===== src/rtl/mc_pkg.sv =====
// Shared types and constants for the multi-cycle MIPS main controller.
package mc_pkg;

    typedef enum logic [3:0] {
        S_FETCH  = 4'd0,
        S_DECODE = 4'd1,
        S_MEMADR = 4'd2,
        S_MEMRD  = 4'd3,
        S_MEMWB  = 4'd4,
        S_MEMWR  = 4'd5,
        S_EXEC   = 4'd6,
        S_ALUWB  = 4'd7,
        S_BRANCH = 4'd8,
        S_ADDIEX = 4'd9,
        S_ADDIWB = 4'd10,
        S_JUMP   = 4'd11
    } state_t;

    localparam logic [5:0] OP_RTYPE = 6'b000000;
    localparam logic [5:0] OP_LW    = 6'b100011;
    localparam logic [5:0] OP_SW    = 6'b101011;
    localparam logic [5:0] OP_BEQ   = 6'b000100;
    localparam logic [5:0] OP_ADDI  = 6'b001000;
    localparam logic [5:0] OP_J     = 6'b000010;

    localparam logic [5:0] F_ADD = 6'b100000;
    localparam logic [5:0] F_SUB = 6'b100010;
    localparam logic [5:0] F_AND = 6'b100100;
    localparam logic [5:0] F_OR  = 6'b100101;
    localparam logic [5:0] F_SLT = 6'b101010;

    localparam logic [2:0] ALU_AND = 3'b000;
    localparam logic [2:0] ALU_OR  = 3'b001;
    localparam logic [2:0] ALU_ADD = 3'b010;
    localparam logic [2:0] ALU_SUB = 3'b110;
    localparam logic [2:0] ALU_SLT = 3'b111;

    localparam logic [1:0] AOP_ADD   = 2'b00;
    localparam logic [1:0] AOP_SUB   = 2'b01;
    localparam logic [1:0] AOP_FUNCT = 2'b10;

    function automatic logic is_legal_op(input logic [5:0] op);
        logic legal;
        case (op)
            OP_RTYPE, OP_LW, OP_SW, OP_BEQ, OP_ADDI, OP_J: legal = 1'b1;
            default:                                       legal = 1'b0;
        endcase
        return legal;
    endfunction

endpackage


===== src/rtl/mc_alu_decoder.sv =====
// ALU control decode: fixed add/sub for address and compare work, funct field
// for R-type execution.
module mc_alu_decoder
    import mc_pkg::*;
(
    input  logic [1:0] alu_op,
    input  logic [5:0] funct,
    output logic [2:0] alu_control
);

    // Map the FSM's ALU request (and funct for R-type) to an ALU operation code
    always_comb begin
        alu_control = ALU_ADD;
        case (alu_op)
            AOP_ADD: alu_control = ALU_ADD;
            AOP_SUB: alu_control = ALU_SUB;
            AOP_FUNCT: begin
                case (funct)
                    F_ADD:   alu_control = ALU_ADD;
                    F_SUB:   alu_control = ALU_SUB;
                    F_AND:   alu_control = ALU_AND;
                    F_OR:    alu_control = ALU_OR;
                    F_SLT:   alu_control = ALU_SLT;
                    default: alu_control = ALU_ADD;
                endcase
            end
            default: alu_control = ALU_ADD;
        endcase
    end

endmodule


===== src/rtl/mc_control_fsm.sv =====
// Multi-cycle MIPS main controller: sequences FETCH/DECODE/EXECUTE/MEM/WB and
// drives every datapath control strobe and select.
module mc_control_fsm
    import mc_pkg::*;
#(
    parameter int STATE_W    = 4,
    parameter int ALU_CTRL_W = 3
) (
    input  logic                  clk,
    input  logic                  reset,
    input  logic                  enable,
    input  logic [5:0]            opcode,
    input  logic [5:0]            funct,
    input  logic                  zero,
    output logic                  iord,
    output logic                  mem_write,
    output logic                  ir_write,
    output logic                  pc_en,
    output logic                  reg_write,
    output logic                  reg_dst,
    output logic                  mem_to_reg,
    output logic                  alu_src_a,
    output logic [1:0]            alu_src_b,
    output logic [ALU_CTRL_W-1:0] alu_control,
    output logic [1:0]            pc_src,
    output logic                  instr_done,
    output logic                  illegal_op,
    output logic [STATE_W-1:0]    state_o
);

    state_t     r_state;
    logic       w_gate;
    logic       w_pc_write;
    logic       w_branch;
    logic       w_ir_write;
    logic       w_mem_write;
    logic       w_reg_write;
    logic       w_done;
    logic       w_illegal;
    logic       w_alu_used;
    logic [1:0] w_alu_op;
    logic [2:0] w_alu_dec;

    // State register and next-state sequencing; enable=0 freezes the machine
    always_ff @(posedge clk or posedge reset) begin
        if (reset) begin
            r_state <= S_FETCH;
        end else if (enable) begin
            case (r_state)
                S_FETCH: r_state <= S_DECODE;
                S_DECODE: begin
                    case (opcode)
                        OP_LW, OP_SW: r_state <= S_MEMADR;
                        OP_RTYPE:     r_state <= S_EXEC;
                        OP_BEQ:       r_state <= S_BRANCH;
                        OP_ADDI:      r_state <= S_ADDIEX;
                        OP_J:         r_state <= S_JUMP;
                        default:      r_state <= S_FETCH;
                    endcase
                end
                S_MEMADR: r_state <= (opcode == OP_SW) ? S_MEMWR : S_MEMRD;
                S_MEMRD:  r_state <= S_MEMWB;
                S_EXEC:   r_state <= S_ALUWB;
                S_ADDIEX: r_state <= S_ADDIWB;
                S_MEMWB, S_MEMWR, S_ALUWB, S_BRANCH, S_ADDIWB, S_JUMP:
                          r_state <= S_FETCH;
                default:  r_state <= S_FETCH;
            endcase
        end else begin
            r_state <= r_state;
        end
    end

    // Moore decode of raw (ungated) controls from the current state
    always_comb begin
        iord        = 1'b0;
        reg_dst     = 1'b0;
        mem_to_reg  = 1'b0;
        alu_src_a   = 1'b0;
        alu_src_b   = 2'b00;
        pc_src      = 2'b00;
        w_pc_write  = 1'b0;
        w_branch    = 1'b0;
        w_ir_write  = 1'b0;
        w_mem_write = 1'b0;
        w_reg_write = 1'b0;
        w_done      = 1'b0;
        w_illegal   = 1'b0;
        w_alu_used  = 1'b0;
        w_alu_op    = AOP_ADD;
        case (r_state)
            S_FETCH: begin
                w_ir_write = 1'b1;
                w_pc_write = 1'b1;
                alu_src_b  = 2'b01;
                w_alu_used = 1'b1;
            end
            S_DECODE: begin
                alu_src_b  = 2'b11;
                w_alu_used = 1'b1;
                w_illegal  = ~is_legal_op(opcode);
            end
            S_MEMADR, S_ADDIEX: begin
                alu_src_a  = 1'b1;
                alu_src_b  = 2'b10;
                w_alu_used = 1'b1;
            end
            S_MEMRD: iord = 1'b1;
            S_MEMWR: begin
                iord        = 1'b1;
                w_mem_write = 1'b1;
                w_done      = 1'b1;
            end
            S_MEMWB: begin
                w_reg_write = 1'b1;
                mem_to_reg  = 1'b1;
                w_done      = 1'b1;
            end
            S_EXEC: begin
                alu_src_a  = 1'b1;
                w_alu_op   = AOP_FUNCT;
                w_alu_used = 1'b1;
            end
            S_ALUWB: begin
                w_reg_write = 1'b1;
                reg_dst     = 1'b1;
                w_done      = 1'b1;
            end
            S_ADDIWB: begin
                w_reg_write = 1'b1;
                w_done      = 1'b1;
            end
            S_BRANCH: begin
                alu_src_a  = 1'b1;
                w_alu_op   = AOP_SUB;
                w_alu_used = 1'b1;
                w_branch   = 1'b1;
                pc_src     = 2'b01;
                w_done     = 1'b1;
            end
            S_JUMP: begin
                w_pc_write = 1'b1;
                pc_src     = 2'b10;
                w_done     = 1'b1;
            end
            default: begin
                iord = 1'b0;
            end
        endcase
    end

    mc_alu_decoder u_alu_decoder (
        .alu_op      (w_alu_op),
        .funct       (funct),
        .alu_control (w_alu_dec)
    );

    // Strobes and pulses are qualified so a frozen or resetting cycle never writes
    assign w_gate      = enable & ~reset;
    assign ir_write    = w_gate & w_ir_write;
    assign mem_write   = w_gate & w_mem_write;
    assign reg_write   = w_gate & w_reg_write;
    assign pc_en       = w_gate & (w_pc_write | (w_branch & zero));
    assign instr_done  = w_gate & w_done;
    assign illegal_op  = w_gate & w_illegal;
    assign alu_control = w_alu_used ? ALU_CTRL_W'(w_alu_dec) : {ALU_CTRL_W{1'b0}};
    assign state_o     = STATE_W'(r_state);

endmodule

===== config.mk =====
export PLATFORM = sky130hd
export DESIGN_NAME = mc_control_fsm
export DESIGN_NICKNAME = d
export VERILOG_FILES = /design/src/rtl/mc_pkg.sv /design/src/rtl/mc_alu_decoder.sv /design/src/rtl/mc_control_fsm.sv
export SDC_FILE = /design/constraint.sdc
export NUM_CORES = 1
export LEC_CHECK = 0
export CAP_MARGIN = 10
export CORE_MARGIN = 10
export CORE_UTILIZATION = 38
export CTS_BUF_LIST = sky130_fd_sc_hd__clkbuf_16
export CTS_CLUSTER_SIZE = 25
export DETAILED_ROUTE_END_ITERATION = 6
export PLACE_DENSITY = 0.78
export SYNTH_ARGS = -nofsm -noshare
export SYNTH_HDL_FRONTEND = slang
export SYNTH_SLANG_ARGS = --single-unit

===== constraint.sdc =====
create_clock -name clk -period 2.26 [get_ports clk]
set_clock_uncertainty 0.15 [all_clocks]
set_input_delay 0.565 -clock clk [delete_from_list [all_inputs] [get_ports clk]]
set_output_delay 0.565 -clock clk [all_outputs]
set_load 0.01 [all_outputs]

Word-level counts from Yosys, hierarchy flattened

Index checks and enable logic that the tools add are counted.

Equal/unequal tests: 22
Muxes and demuxes: 23
Bitwise gates (word level): 11
Reduce and logical (&&, ||, !) cells: 11

Operator list:

| operator           | count |
|---|---|
| $eq 6x6->1 const B | 6 |
| $pmux 4 s6         | 1 |
| $pmux 4 s5         | 1 |
| $reduce_or 6->1    | 3 |
| $eq 4x3->1 const B | 4 |
| $eq 4x4->1 const B | 4 |
| $mux 1             | 14 |
| $pmux 3 s4         | 1 |
| $and 1x1->1        | 8 |
| $eq 4x2->1 const B | 2 |
| $pmux 2 s2         | 2 |
| $reduce_or 2->1    | 4 |
| $eq 6x2->1 const B | 1 |
| $eq 6x3->1 const B | 1 |
| $eq 6x4->1 const B | 1 |
| $logic_not 6->1    | 1 |
| $mux 3             | 2 |
| $pmux 2 s3         | 1 |
| $pmux 3 s2         | 1 |
| $eq 4x1->1 const B | 1 |
| $logic_not 4->1    | 1 |
| $reduce_or 4->1    | 1 |
| $reduce_or 3->1    | 1 |
| $eq 2x1->1 const B | 1 |
| other kinds (3)    | 4 |

Flip-flop bits (word level): 4
Input bits: 16
Output and inout bits: 21
Logic and storage cells: 68

Logic depth before layout (Yosys ltp)

Word-level depth: 7
Mapped depth: 7
Gate-level depth less buffers: 6

By module

Synthesis repeated with hierarchy kept, for this count alone.

Cell total of the unflattened synthesis: 98
Area, all modules: 681.9 µm²

Modules (own cells, without submodules):

| module         | instances | cells each | area each (µm²) | seq. area each (µm²) |
|---|---|---|---|---|
| mc_control_fsm | 1         | 83         | 563.0           | 100.1 |
| mc_alu_decoder | 1         | 15         | 118.9           | 0.0 |

Worst setup path before layout

Ideal clock, no wire load.

Path kind: register -> output
Start: reg r_state[2] (netlist: state_o[2])
End: out alu_control[0]
Data arrival time: 1.631 ns
Required time: 1.545 ns
Setup slack: -0.086 ns
Stages on the path, launching flop included: 7
Path buffers: 1
Cell sequence: dfrtp_1 > buf_2 > nor2b_1 > nand2_1 > ha_1 > o21ai_1 > nor4b_2

Cells in the longest elaborated chain, start to end: 5
Elaborated cells on any way between the ends: 13
Classes of those cells: 7 x eq/ne; 4 x mux; 2 x reduce/logical

RTL lines:

| item                                            | RTL line              | source |
|---|---|---|
| from (decl)                                     | mc_control_fsm.sv:31  | `state_t r_state;` |
| from (signal assigned)                          | mc_control_fsm.sv:61  | `S_MEMADR: r_state <= (opcode == OP_SW) ? S_MEMWR : S_MEMRD;` |
| from (signal assigned)                          | mc_control_fsm.sv:70  | `r_state <= r_state;` |
| $eq 4x4->1 / $eq 4x3->1 (equally long branches) | mc_control_fsm.sv:91  | `case (r_state)` |
| $pmux 2 s2                                      | mc_control_fsm.sv:91  |  |
| $eq 2x2->1 / $eq 2x1->1 (equally long branches) | mc_alu_decoder.sv:14  | `case (alu_op)` |
| $pmux 3 s2                                      | mc_alu_decoder.sv:14  |  |
| $mux 3 (*)                                      | mc_control_fsm.sv:166 | `assign alu_control = w_alu_used ? ALU_CTRL_W'(w_alu_dec) : {ALU_CTRL_W{1'b0}};` |
| to (decl)                                       | mc_control_fsm.sv:24  | `output logic [ALU_CTRL_W-1:0] alu_control,` |

Mark *: on every way between the ends. The rest lies on a longest branch, timed or not.

Worst setup path in the final report

Start: reg r_state[0] (netlist: state_o[0])
End: out alu_control[0]

The elaborated chain is that of the path after synthesis.

==> impl_metrics.csv <==
group,metric,value,unit
grt,antenna_found_initial,0,
worst_setup_path,path_cells,"nor2_2 -> nand2_4 -> ha_4 -> o21ai_2 -> nor4b_2 -> buf_2",
grt,grt_usage,19.1,%
finish,area_growth_syn_to_layout,139,%
sta,fin_crit,2.54,ns
finish,layout-drive-gt1-share,58.0,%
finish,final_area,1640,sq um
finish,utilization,95.2,%
placed_design,portBuffers,36,
yosys,synth.distinct_cells,38,
clock_network,hold_buffers,0,
run_status,violations,"setup timing",
detailed_routing,m1WireLength,1.93,mm
yosys,synth_edf_count,0,
finish,antennaDiodeCount,0,
die,io_pins,37,
clock_network,numCtsBuffers,3,
power,powerDensity,521,nW/um^2
detailed_routing,wl_met2,2.51,mm
clock_network,htree_levels,1,
worst_setup_path,cp_slowest_cell,"dfrtp_2",
clock_network,cts_tree,"built",
yosys,seq_area_frac_synth,14.6,%
yosys,synth_seq_cells,4,
die,rows,15,
detailed_routing,vias,1305,
yosys,yosys_warnings,0,
yosys,syn_area_per_cell,7.08,sq um
grt,grt_pass1_wl,6.25,mm
placed_design,dp_hpwl,2.42,mm
sta,fin_ws,-0.283,ns
yosys,synthesis.area,687,sq um
worst_setup_path,worst-path-max-fanout,4,
clock_network,insertion_delay,0.23,ns
worst_setup_path,cp_num_buf_inv,1,
sta,tightestPinTransition,0.428,ns
die,die_h,62.5,um
sta,period_share,113,%
run_status,status,"finished, violations left",
grt,grt_overflow,0,
clock_network,cts-root-buf,"clkbuf_16",
worst_hold_path,hold_path_class,"in2async",
worst_setup_path,critPathCaptureType,"output pin",
worst_setup_path,arrival,1.83,ns
yosys,syn_inst,97,
grt,grt_max_degree,10,
die,die_w,62.5,um
yosys,synth_ff_type,"dfrtp_1",
power,leakage,0.802,nW
detailed_routing,dr_wl_met3,423,um
power,ir_worst_vdd,0.000426,V
detailed_routing,viasPerCell,6.33,
die,dieArea,3910,sq um
detailed_routing,firstDrtPassIters,5,
worst_setup_path,cp_top_family,"simple AND/OR/NAND/NOR gates",
clock_network,cts.sinks,4,
sta,setup_viol,10,
detailed_routing,wire_per_inst,25.2,um
sta,rsz0062_at_grt,"true",
worst_setup_path,crit_type,"reg2out",
worst_setup_path,cp_slowest_stage_delay,0.45,ns
placed_design,pre_cts_ws,-0.798,ns
detailed_routing,ant_nets,0,
die,initial_utilization,39.8,%
detailed_routing,highest_layer,"met4",
placed_design,dpl_cell_area,1330,sq um
yosys,syn-num-nets,116,
sta,hold_viol,0,
yosys,async_flop_share,100,%
sta,fmax,393,MHz
finish,largest_register_ffs,4,
detailed_routing,drc,0,
clock_network,max-clock-path-buffers,2,
finish,fillCellCount,50,
job,max-cap-violations,0,
detailed_routing,wl,5.19,mm
sta,timing.max_slew.rel_slack,71.2,%
placed_design,globalplace.congestion,0.926,
grt,grt_pass1_vias,1194,
worst_setup_path,worstPathRequired,1.54,ns
detailed_routing,drtIter0Drc,100,
worst_setup_path,worstSetupStartpointType,"flip-flop",
sta,slew_viol_final,0,
die,core-area,1730,sq um
clock_network,clk_pin_slew,0.04,ns
finish,final_nets,201,
==> synthesized netlist by cell type (all sizes together), types with 2 or more instances <==
cell	instances	share of area [%]
xor2	2	2.6
a21oi	6	4.4
nor4	2	1.8
a41oi	2	2.6
o21ai	5	3.6
and3	4	3.6
nand2b	5	4.6
nand2	5	2.7
inv	8	4.4
o211ai	4	5.1
nor2	9	4.9
dfrtp	4	15
a211oi	2	2.2
nor2b	4	3.6
nand3	3	2.2
ha	3	5.5
nor3b	2	3.8
buf	5	4.9
nor3	8	5.8
==> metal layers <==
metal	vias to the layer above	global-route usage, %
met5	-	0
met4	0	5.87
met3	42	2.33
met2	145	36.0
met1	599	21.4
li1	519	-
==> worst paths after layout <==
kind	from	to	slack, ns	cells past startpoint
min in group clk	state_o[3]$_DFFE_PP0P_	state_o[3]$_DFFE_PP0P_	0.63	3
max	state_o[0]$_DFFE_PP0P_	alu_control[0]	-0.28	6
max in group asynchronous	reset	state_o[0]$_DFFE_PP0P_	1.49	2
min	reset	state_o[3]$_DFFE_PP0P_	0.28	2
max reg2reg	state_o[2]$_DFFE_PP0P_	state_o[1]$_DFFE_PP0P_	0.31	6
min reg2reg	state_o[3]$_DFFE_PP0P_	state_o[3]$_DFFE_PP0P_	0.63	3
==> cell usage in the layout, fill, tap and decap left out, drive strengths merged, types with 2 or more instances in the layout <==
master and n:
nor3b 2, o211ai 4, ha 3, and3 4
o21ai 5, nand2b 5, dfrtp 4, clkdlybuf4s50 4
clkdlybuf4s15 3, a41oi 2, buf 62, nor2 9
nor2b 4, dlygate4sd2 12, nor4 2, a21oi 6
nand2 5, inv 9, nor3 8, xor2 2
nand3 3, a211oi 2, clkbuf 7
==> kinds of logic after synthesis <==
family / synth area share, %
AOI/OAI and AO/OA: 24.8
xor gates and xnor gates: 3.83
adders and majority gates: 5.47
buffers and inverters: 9.84
DFF: 14.6
and+or+nand+nor: 41.5
==> power by group <==
group / switching (mW) / internal (mW) / total (mW) / leakage (nW)
logic: 0.241 / 0.214 / 0.455 / 0.711
registers: 0.0189 / 0.0825 / 0.101 / 0.0486
clock network: 0.0688 / 0.230 / 0.299 / 0.0423
total: 0.329 / 0.527 / 0.856 / 0.802
==> through the flow <==
stage               std cells  TNS (ns)  hold WS, ns  power (mW)
floorplan                  97         0        0.181       0.259
global placement          187     -5.14        0.545       0.454
detailed placement        187     -5.51        0.603       0.464
CTS                       201    -0.368        0.263       0.770
global route              206     -1.43        0.273       0.881
finish                    206     -1.10        0.279       0.856
==> worst reg2reg max path: cells and delay by family, from the launching register on <==
| family | cells | cell delay, ns |
|---|---|---|
| buffers and inverters | 3 | 0.46 |
| AO/OA/AOI/OAI | 2 | 0.26 |
| AND/OR/NAND/NOR | 1 | 0.54 |
| flip-flops | 1 | 0.41 |
==> repair_timing <==
item | in CTS | in global routing
setup buffers | 10 | 5
endpoints found under the setup margin | 17 | 10
gates resized for setup | 98 | 31
pin swaps | 11 | 10
==> layout make-up <==
cell class              instances  area, sq um  area share (%)
well taps                      25         31.3            1.90
inverters                       8         35.0            2.13
clock buffers                   3         75.1            4.57
flip-flops and latches          4          104            6.32
multi-input cells              79          714            43.5
clock inverters                 1         3.75           0.228
repair buffers                 86          681            41.4
Note: power is estimated with default switching activity, not from simulation.
